$ cat config.mk
export PLATFORM = sky130hd
export DESIGN_NAME = bubbled_or_event_latch
export DESIGN_NICKNAME = d
export VERILOG_FILES = /design/src/rtl/bubbled_or_pkg.sv /design/src/rtl/sync_2ff.sv /design/src/rtl/bubbled_or_event_latch.sv
export SDC_FILE = /design/constraint.sdc
export NUM_CORES = 1
export LEC_CHECK = 0
export ABC_CLOCK_PERIOD_IN_PS = 900
export BUFFER_PORTS_ARGS = -buffer_cell sky130_fd_sc_hd__buf_2
export CORE_AREA = 2 2 39 41
export DETAILED_ROUTE_END_ITERATION = 10
export DIE_AREA = 0 0 41 43
export PLACE_DENSITY_LB_ADDON = 0.25
export SYNTH_ARGS = -nofsm -noshare
export SYNTH_HDL_FRONTEND = slang
export SYNTH_HIERARCHICAL = 1
export SYNTH_SLANG_ARGS = --single-unit
$ cat constraint.sdc
create_clock -name clock -period 0.9 [get_ports clock]
set_input_delay 0.18 -clock clock [delete_from_list [all_inputs] [get_ports clock]]
set_output_delay 0.18 -clock clock [all_outputs]
set_load 0.02 [all_outputs]
$ cat src/rtl/bubbled_or_pkg.sv
// Shared constants, capture-mode encoding and width helper for the bubbled OR event latch.
// Purely declarative: no logic, no state.
package bubbled_or_pkg;

  localparam int MAX_INPUTS = 32;

  typedef enum logic {
    CAPTURE_LEVEL = 1'b0,
    CAPTURE_EDGE  = 1'b1
  } capture_mode_e;

  // Index width that never collapses to zero bits.
  function automatic int clog2_min1(input int n);
    int w;
    w = $clog2(n);
    return (w < 1) ? 1 : w;
  endfunction

endpackage

$ cat src/rtl/sync_2ff.sv
// Two-stage synchroniser for asynchronous request lines, 2 cycles latency, no backpressure.
// Both stages clear to 0 on synchronous reset.
module sync_2ff #(
  parameter int WIDTH = 1
) (
  input  logic             clock,
  input  logic             reset,
  input  logic [WIDTH-1:0] d,
  output logic [WIDTH-1:0] q
);

  logic [WIDTH-1:0] meta;

  always_ff @(posedge clock) begin
    if (reset) begin
      meta <= '0;
      q    <= '0;
    end else begin
      meta <= d;
      q    <= meta;
    end
  end

endmodule

$ cat src/rtl/bubbled_or_event_latch.sv
// Interrupt aggregator: per-input inversion, level/edge capture into sticky pending bits, enable, W1C, lowest-index encode.
// Latency 1 cycle input-to-Result (3 with BUBBLED_OR_SYNC_EN); no backpressure, captured events held until cleared.
module bubbled_or_event_latch
  import bubbled_or_pkg::*;
#(
  parameter int                    NUM_INPUTS   = 6,
  parameter logic [NUM_INPUTS-1:0] BUBBLES_MASK = '0,
  parameter logic [NUM_INPUTS-1:0] EDGE_MASK    = '0,
  localparam int                   IDX_W        = clog2_min1(NUM_INPUTS)
) (
  input  logic                  clock,
  input  logic                  reset,
  input  logic [NUM_INPUTS-1:0] Inputs,
  input  logic [NUM_INPUTS-1:0] Enable_mask,
  input  logic [NUM_INPUTS-1:0] Clear_mask,
  output logic [NUM_INPUTS-1:0] Pending,
  output logic                  Result,
  output logic [IDX_W-1:0]      First_index
);

  generate
    if (NUM_INPUTS < 2 || NUM_INPUTS > MAX_INPUTS) begin : g_bad_width
      $error("bubbled_or_event_latch: NUM_INPUTS=%0d outside 2..%0d", NUM_INPUTS, MAX_INPUTS);
    end
  endgenerate

  logic [NUM_INPUTS-1:0] inputs_sync;
  logic [NUM_INPUTS-1:0] active;
  logic [NUM_INPUTS-1:0] prev_q;
  logic [NUM_INPUTS-1:0] evt;
  logic [NUM_INPUTS-1:0] masked;

`ifdef BUBBLED_OR_SYNC_EN
  sync_2ff #(
    .WIDTH(NUM_INPUTS)
  ) u_sync (
    .clock(clock),
    .reset(reset),
    .d    (Inputs),
    .q    (inputs_sync)
  );
`else
  assign inputs_sync = Inputs;
`endif

  assign active = inputs_sync ^ BUBBLES_MASK;

  // prev_q tracks the live value even in reset, so a line held active across release is not an edge.
  always_ff @(posedge clock) begin
    prev_q <= active;
  end

  always_comb begin
    evt = '0;
    for (int i = 0; i < NUM_INPUTS; i++) begin
      if (capture_mode_e'(EDGE_MASK[i]) == CAPTURE_EDGE) begin
        evt[i] = active[i] & ~prev_q[i];
      end else begin
        evt[i] = active[i];
      end
    end
  end

  // Set term is ORed after the clear so a simultaneous set wins.
  always_ff @(posedge clock) begin
    if (reset) begin
      Pending <= '0;
    end else begin
      Pending <= (Pending & ~Clear_mask) | (evt & Enable_mask);
    end
  end

  assign masked = Pending & Enable_mask;
  assign Result = |masked;

  // Scan downward so the lowest set index is the last one written.
  always_comb begin
    First_index = '0;
    for (int i = NUM_INPUTS - 1; i >= 0; i--) begin
      if (masked[i]) begin
        First_index = IDX_W'(i);
      end
    end
  end

endmodule

==> out/results.tsv, run 1 <==
metric	value	unit
antenna_cells	0	
yosys.cell_count.top_type	nand2_1	
vias_per_cell	4.24	
drv_slew	0	
drtAntennaViolNets	0	
ys_warn_count	6	
ioPinCount	30	
grt_pass1_vias	392	
synth_fp_nets	57	
finalHoldViolCount	0	
ys_types	13	
power.net_switching	233	µW
hp-start	Inputs[4]	
drc	0	
io_buffer_count	29	
relSlewSlack	0.868	
worst_slack	-453	ps
overflow	0	
synth_cells	37	
critPathTopFamily	compound AO/OA/AOI/OAI gates	
required	720	ps
whs_endpoint	Pending[4]	
violations	negative setup slack	
cp.arrival	1170	ps
synth_common_cells	10 x nand2_1, 6 x a21oi_1, 6 x dfxtp_1, 5 x nand2b_1, 2 x a22oi_1	
die_w	41	µm
synth-edff-count	0	
async_flop_share	0	
synthFlopType	dfxtp_1	
r2r_end	Pending[1]	
hpwl	762	µm
drt-total-wl	994	µm
largest_reg_flops	6	
p_leak	0.000356	µW
grt_pass1_wl	1.56	mm
cap_viol_max_count	0	
rows	14	
clkLatencyLatePin	240	ps
cts_tree	done	
regMostFlops	Pending	
avgSynthCellArea	7.74	µm²
finalCritPeriodShare	1.50	
ys_seq_area_frac	0.419	
max_freq	0.739	GHz
p_total	852	µW
drive_above_1_share	0.706	
antenna_found_initial	0	
status	finished with violations	
cp_max_fo	3	
sw_frac_of_total	0.274	
p_int	618	µW
place_congestion	0.593	
r2r_start	Pending[1]	
p_per_area	1170	nW/µm²
drt-initial-drc-count	7	
slowest_stage	dfxtp_4	
path_buf_inv	1	
core	1380	µm²
path_class	reg -> out	
grt_setup_unrepaired	true	
p_seq_frac	0.348	
cts_buffers	3	
die_h	43	µm
startpoint_type	flip-flop	
grt_max_degree	7	
combPwrFrac	0.339	
hp-class	in -> reg	
cts_sinks	6	
synth_top_area_frac	0.419	
firstDrtPassIters	2	
synthTopCellsByArea	dfxtp_1 42%, nand2_1 13%, nand2b_1 11%	
ys_ff_latch	6	
setup_viol	11	
slowest_delay	350	ps
min_path_cells	3	
tns	-2440	ps
track_usage	0.140	
synth_top_area_cell	dfxtp_1	
irDropWorstVdd	0.695	mV
vias	428	
cts_buffer_depth	2	
finClkSkew	0	ps
fin_crit	1350	ps
crit_path_cell_trace	nand2_4 -> a32o_2 -> a31oi_4 -> buf_6	
initial_core_util	0.207	
largestRegisters	Pending (6)	
htreeDepth	1	
r2r_cells	5	
clockPowerShare	0.313	
tightest_slew	197	ps
filler_cell_count	135	
fin_nets	106	
ff2ff_setup_slack	-100	ps
syn_to_final_growth	155	%
die_area	1760	µm²
wire_per_inst	9.84	µm
cts-root-buf	clkbuf_4	
clkTransAtPathRegs	50	ps
syn_area	287	µm²
critPathCaptureType	output pin	
utilization	0.528	
cts_hold_buffers	0	
==> cell usage in the layout (no fill, tap or decap), drive strengths merged <==
master,count
nand3,1
nand4,1
a32o,1
clkbuf,4
nand2b,5
a22oi,2
or2b,1
a31oi,1
nor3b,1
buf,44
dfxtp,6
a21oi,6
nor2,1
nand2,11
==> cell type report <==
type                    instances  area (µm²)  area share
repair buffers                 44         343       0.469
multi-input cells              31         211       0.289
well taps                      16        20.0      0.0274
clock buffers                   4        26.3      0.0360
flip-flops and latches          6         130       0.178
==> power by group through the flow <==
stage               clock network (µW)  logic (µW)  registers [µW]
global placement                     0         225             299
floorplan                            0        84.5             320
CTS                                278         279             297
global route                       305         313             298
finish                             266         289             297
detailed placement                   0         228             300
==> metrics by stage <==
| step | instance area, µm² | hold WS (ps) | std cells | worst slack [ps] |
|---|---|---|---|---|
| 3_5_place_dp | 588 | 422 | 93 | -246 |
| 4_1_cts | 709 | 163 | 99 | -464 |
| 6_report | 731 | 171 | 101 | -453 |
| 3_3_place_gp | 588 | 421 | 93 | -240 |
| 2_1_floorplan | 340 | 239 | 37 | -208 |
| 5_1_grt | 731 | 173 | 101 | -511 |
==> layer usage <==
metal  vias to the layer above  routed length, µm  track usage
met1                       181                387        0.142
li1                        228                  -            -
met4                         0                  0       0.0800
met3                         0                 79       0.0942
met2                        19                527        0.203
met5                         -                  0            0
==> worst min-delay path: stages <==
cell and delay, ps:
buf_2 90, nand2_1 50, a21oi_1 50
==> what timing repair did <==
action,in CTS,in global routing
pin swaps,6,1
setup buffers,2,2
setup endpoints to repair,10,11
resized for setup,25,2
hold endpoints to repair,0,0
==> logic make-up after synthesis <==
logic type       synth area share
flip-flops                  0.419
AND/OR/NAND/NOR             0.367
AO/OA/AOI/OAI               0.214
==> how the worst max path moves through the flow <==
stage | startpoint | end | slack, ps | cells past startpoint
2_1_floorplan | Pending[1] | First_index[0] | -210 | 3
3_5_place_dp | Pending[1] | First_index[0] | -250 | 4
4_1_cts | Pending[1] | First_index[0] | -460 | 4
6_report | Pending[1] | First_index[0] | -450 | 4
5_1_grt | Pending[1] | First_index[0] | -510 | 4
3_3_place_gp | Pending[1] | First_index[0] | -240 | 4
Power figures use the tool's default switching activity.
==> run 2: changes to the inputs <==
SKIP_LAST_GASP = 1   (was default)
==> out/results.tsv, run 2 (synthesis results as in run 1) <==
metric	value	unit
status	finished with violations	
violations	negative setup slack	
vias_per_cell	4.24	
p_per_area	1170	nW/µm²
fin_nets	106	
fin_crit	1350	ps
critPathTopFamily	compound AO/OA/AOI/OAI gates	
irDropWorstVdd	0.696	mV
ff2ff_setup_slack	-100	ps
clkLatencyLatePin	240	ps
stdcell_count	101	
cts_buffers	3	
cts_sinks	6	
core	1380	µm²
largest_reg_flops	6	
final_common_cell	buf_2	
postLayoutCellArea	728	µm²
path_buf_inv	1	
max_freq	0.740	GHz
io_buffer_count	29	
hp-class	in -> reg	
finClkSkew	0	ps
dpl.cell_count	93	
r2r_start	Pending[1]	
overflow	0	
setup_viol	11	
startpoint_type	flip-flop	
initial_core_util	0.207	
grt_max_degree	7	
die_w	41	µm
slowest_stage	dfxtp_4	
track_usage	0.140	
cts_buffer_depth	2	
clkTransAtPathRegs	50	ps
antenna_cells	0	
critPathCaptureType	output pin	
htreeDepth	1	
r2r_end	Pending[1]	
hpwl	762	µm
grt_setup_unrepaired	true	
regMostFlops	Pending	
firstDrtPassIters	3	
ioPinCount	30	
cts_hold_buffers	0	
drive_above_1_share	0.706	
largestRegisters	Pending (6)	
relSlewSlack	0.870	
grt_pass1_vias	392	
slowest_delay	350	ps
syn_to_final_growth	154	%
worst_slack	-451	ps
drt-initial-drc-count	8	
die_h	43	µm
drt-total-wl	990	µm
place_area	588	µm²
place_congestion	0.593	
endpoint	First_index[0]	
tightest_slew	195	ps
final_cell_mix	20 x buf_2, 16 x buf_6, 10 x nand2_1	
finalHoldViolCount	0	
required	720	ps
cts-root-buf	clkbuf_4	
finalCritPeriodShare	1.50	
grt_pass1_wl	1.56	mm
crit_path_cell_trace	nand2_4 -> a32o_2 -> a31oi_4 -> buf_6	
wire_per_inst	9.80	µm
path_class	reg -> out	
rows	14	
filler_cell_count	136	
startpoint	Pending[1]	
p_total	849	µW
p_leak	0.000356	µW
drc	0	
cts_tree	done	
cp.arrival	1170	ps
drv_slew	0	
vias	428	
r2r_cells	5	
antenna_found_initial	0	
path_depth	4	
die_area	1760	µm²
cp_max_fo	3	
drtAntennaViolNets	0	
cap_viol_max_count	0	
tns	-2470	ps
[run 2: cell counts in the layout (fill, tap and decap cells not counted)]
Identical to the previous run, type by type.
[run 2: routing by layer]
layer	routed length, µm	track usage	share of wire	vias to the layer above
met5	0	0	0	-
met4	13	0.0800	0.013	0
met3	83	0.0942	0.084	2
met2	503	0.203	0.51	19
met1	389	0.142	0.39	179
li1	-	-	-	228
[run 2: worst reg2reg max path, cell delays in order, from the launching register on]
cell     delay [ps]
dfxtp_4         350
buf_4           100
buf_6            80
buf_6            80
or2b_1          210
a21oi_1         110
[run 2: repair_timing]
item                                    in CTS  in global routing
gates cloned                                 0                  0
buffers inserted                             2                  2
endpoints found under the setup margin      10                 11
pin swaps                                    4                  1
gates resized for setup                     25                  1
[run 2: area by class of cell]
type	count	area [µm²]	share of cell area
multi-input cells	31	211	0.290
repair buffers	44	340	0.467
clock buffers	4	26.3	0.0361
well taps	16	20.0	0.0275
flip-flops and latches	6	130	0.179
[run 2: power by group]
part / total (µW) / internal [µW] / switching [µW]
combinational: 285 / 165 / 120
clock: 267 / 168 / 98.9
sequential: 297 / 283 / 14.0
[run 2: how the worst min path moves through the flow]
stage	startpoint	end	slack, ps	cells past startpoint
after CTS	Inputs[1]	Pending[1]	160	3
after global placement	Inputs[1]	Pending[1]	420	3
after floorplan	reset	Pending[1]	240	1
final	Inputs[2]	Pending[2]	170	3
after detailed placement	Inputs[2]	Pending[2]	420	3
after global routing	Inputs[4]	Pending[4]	170	3
[run 2: through the flow]
step,hold slack (ps),utilization,worst slack (ps)
finish,169,0.526,-451
global route,173,0.526,-511
CTS,160,0.513,-464
detailed placement,422,0.425,-246
global placement,421,0.425,-240
floorplan,239,-,-208
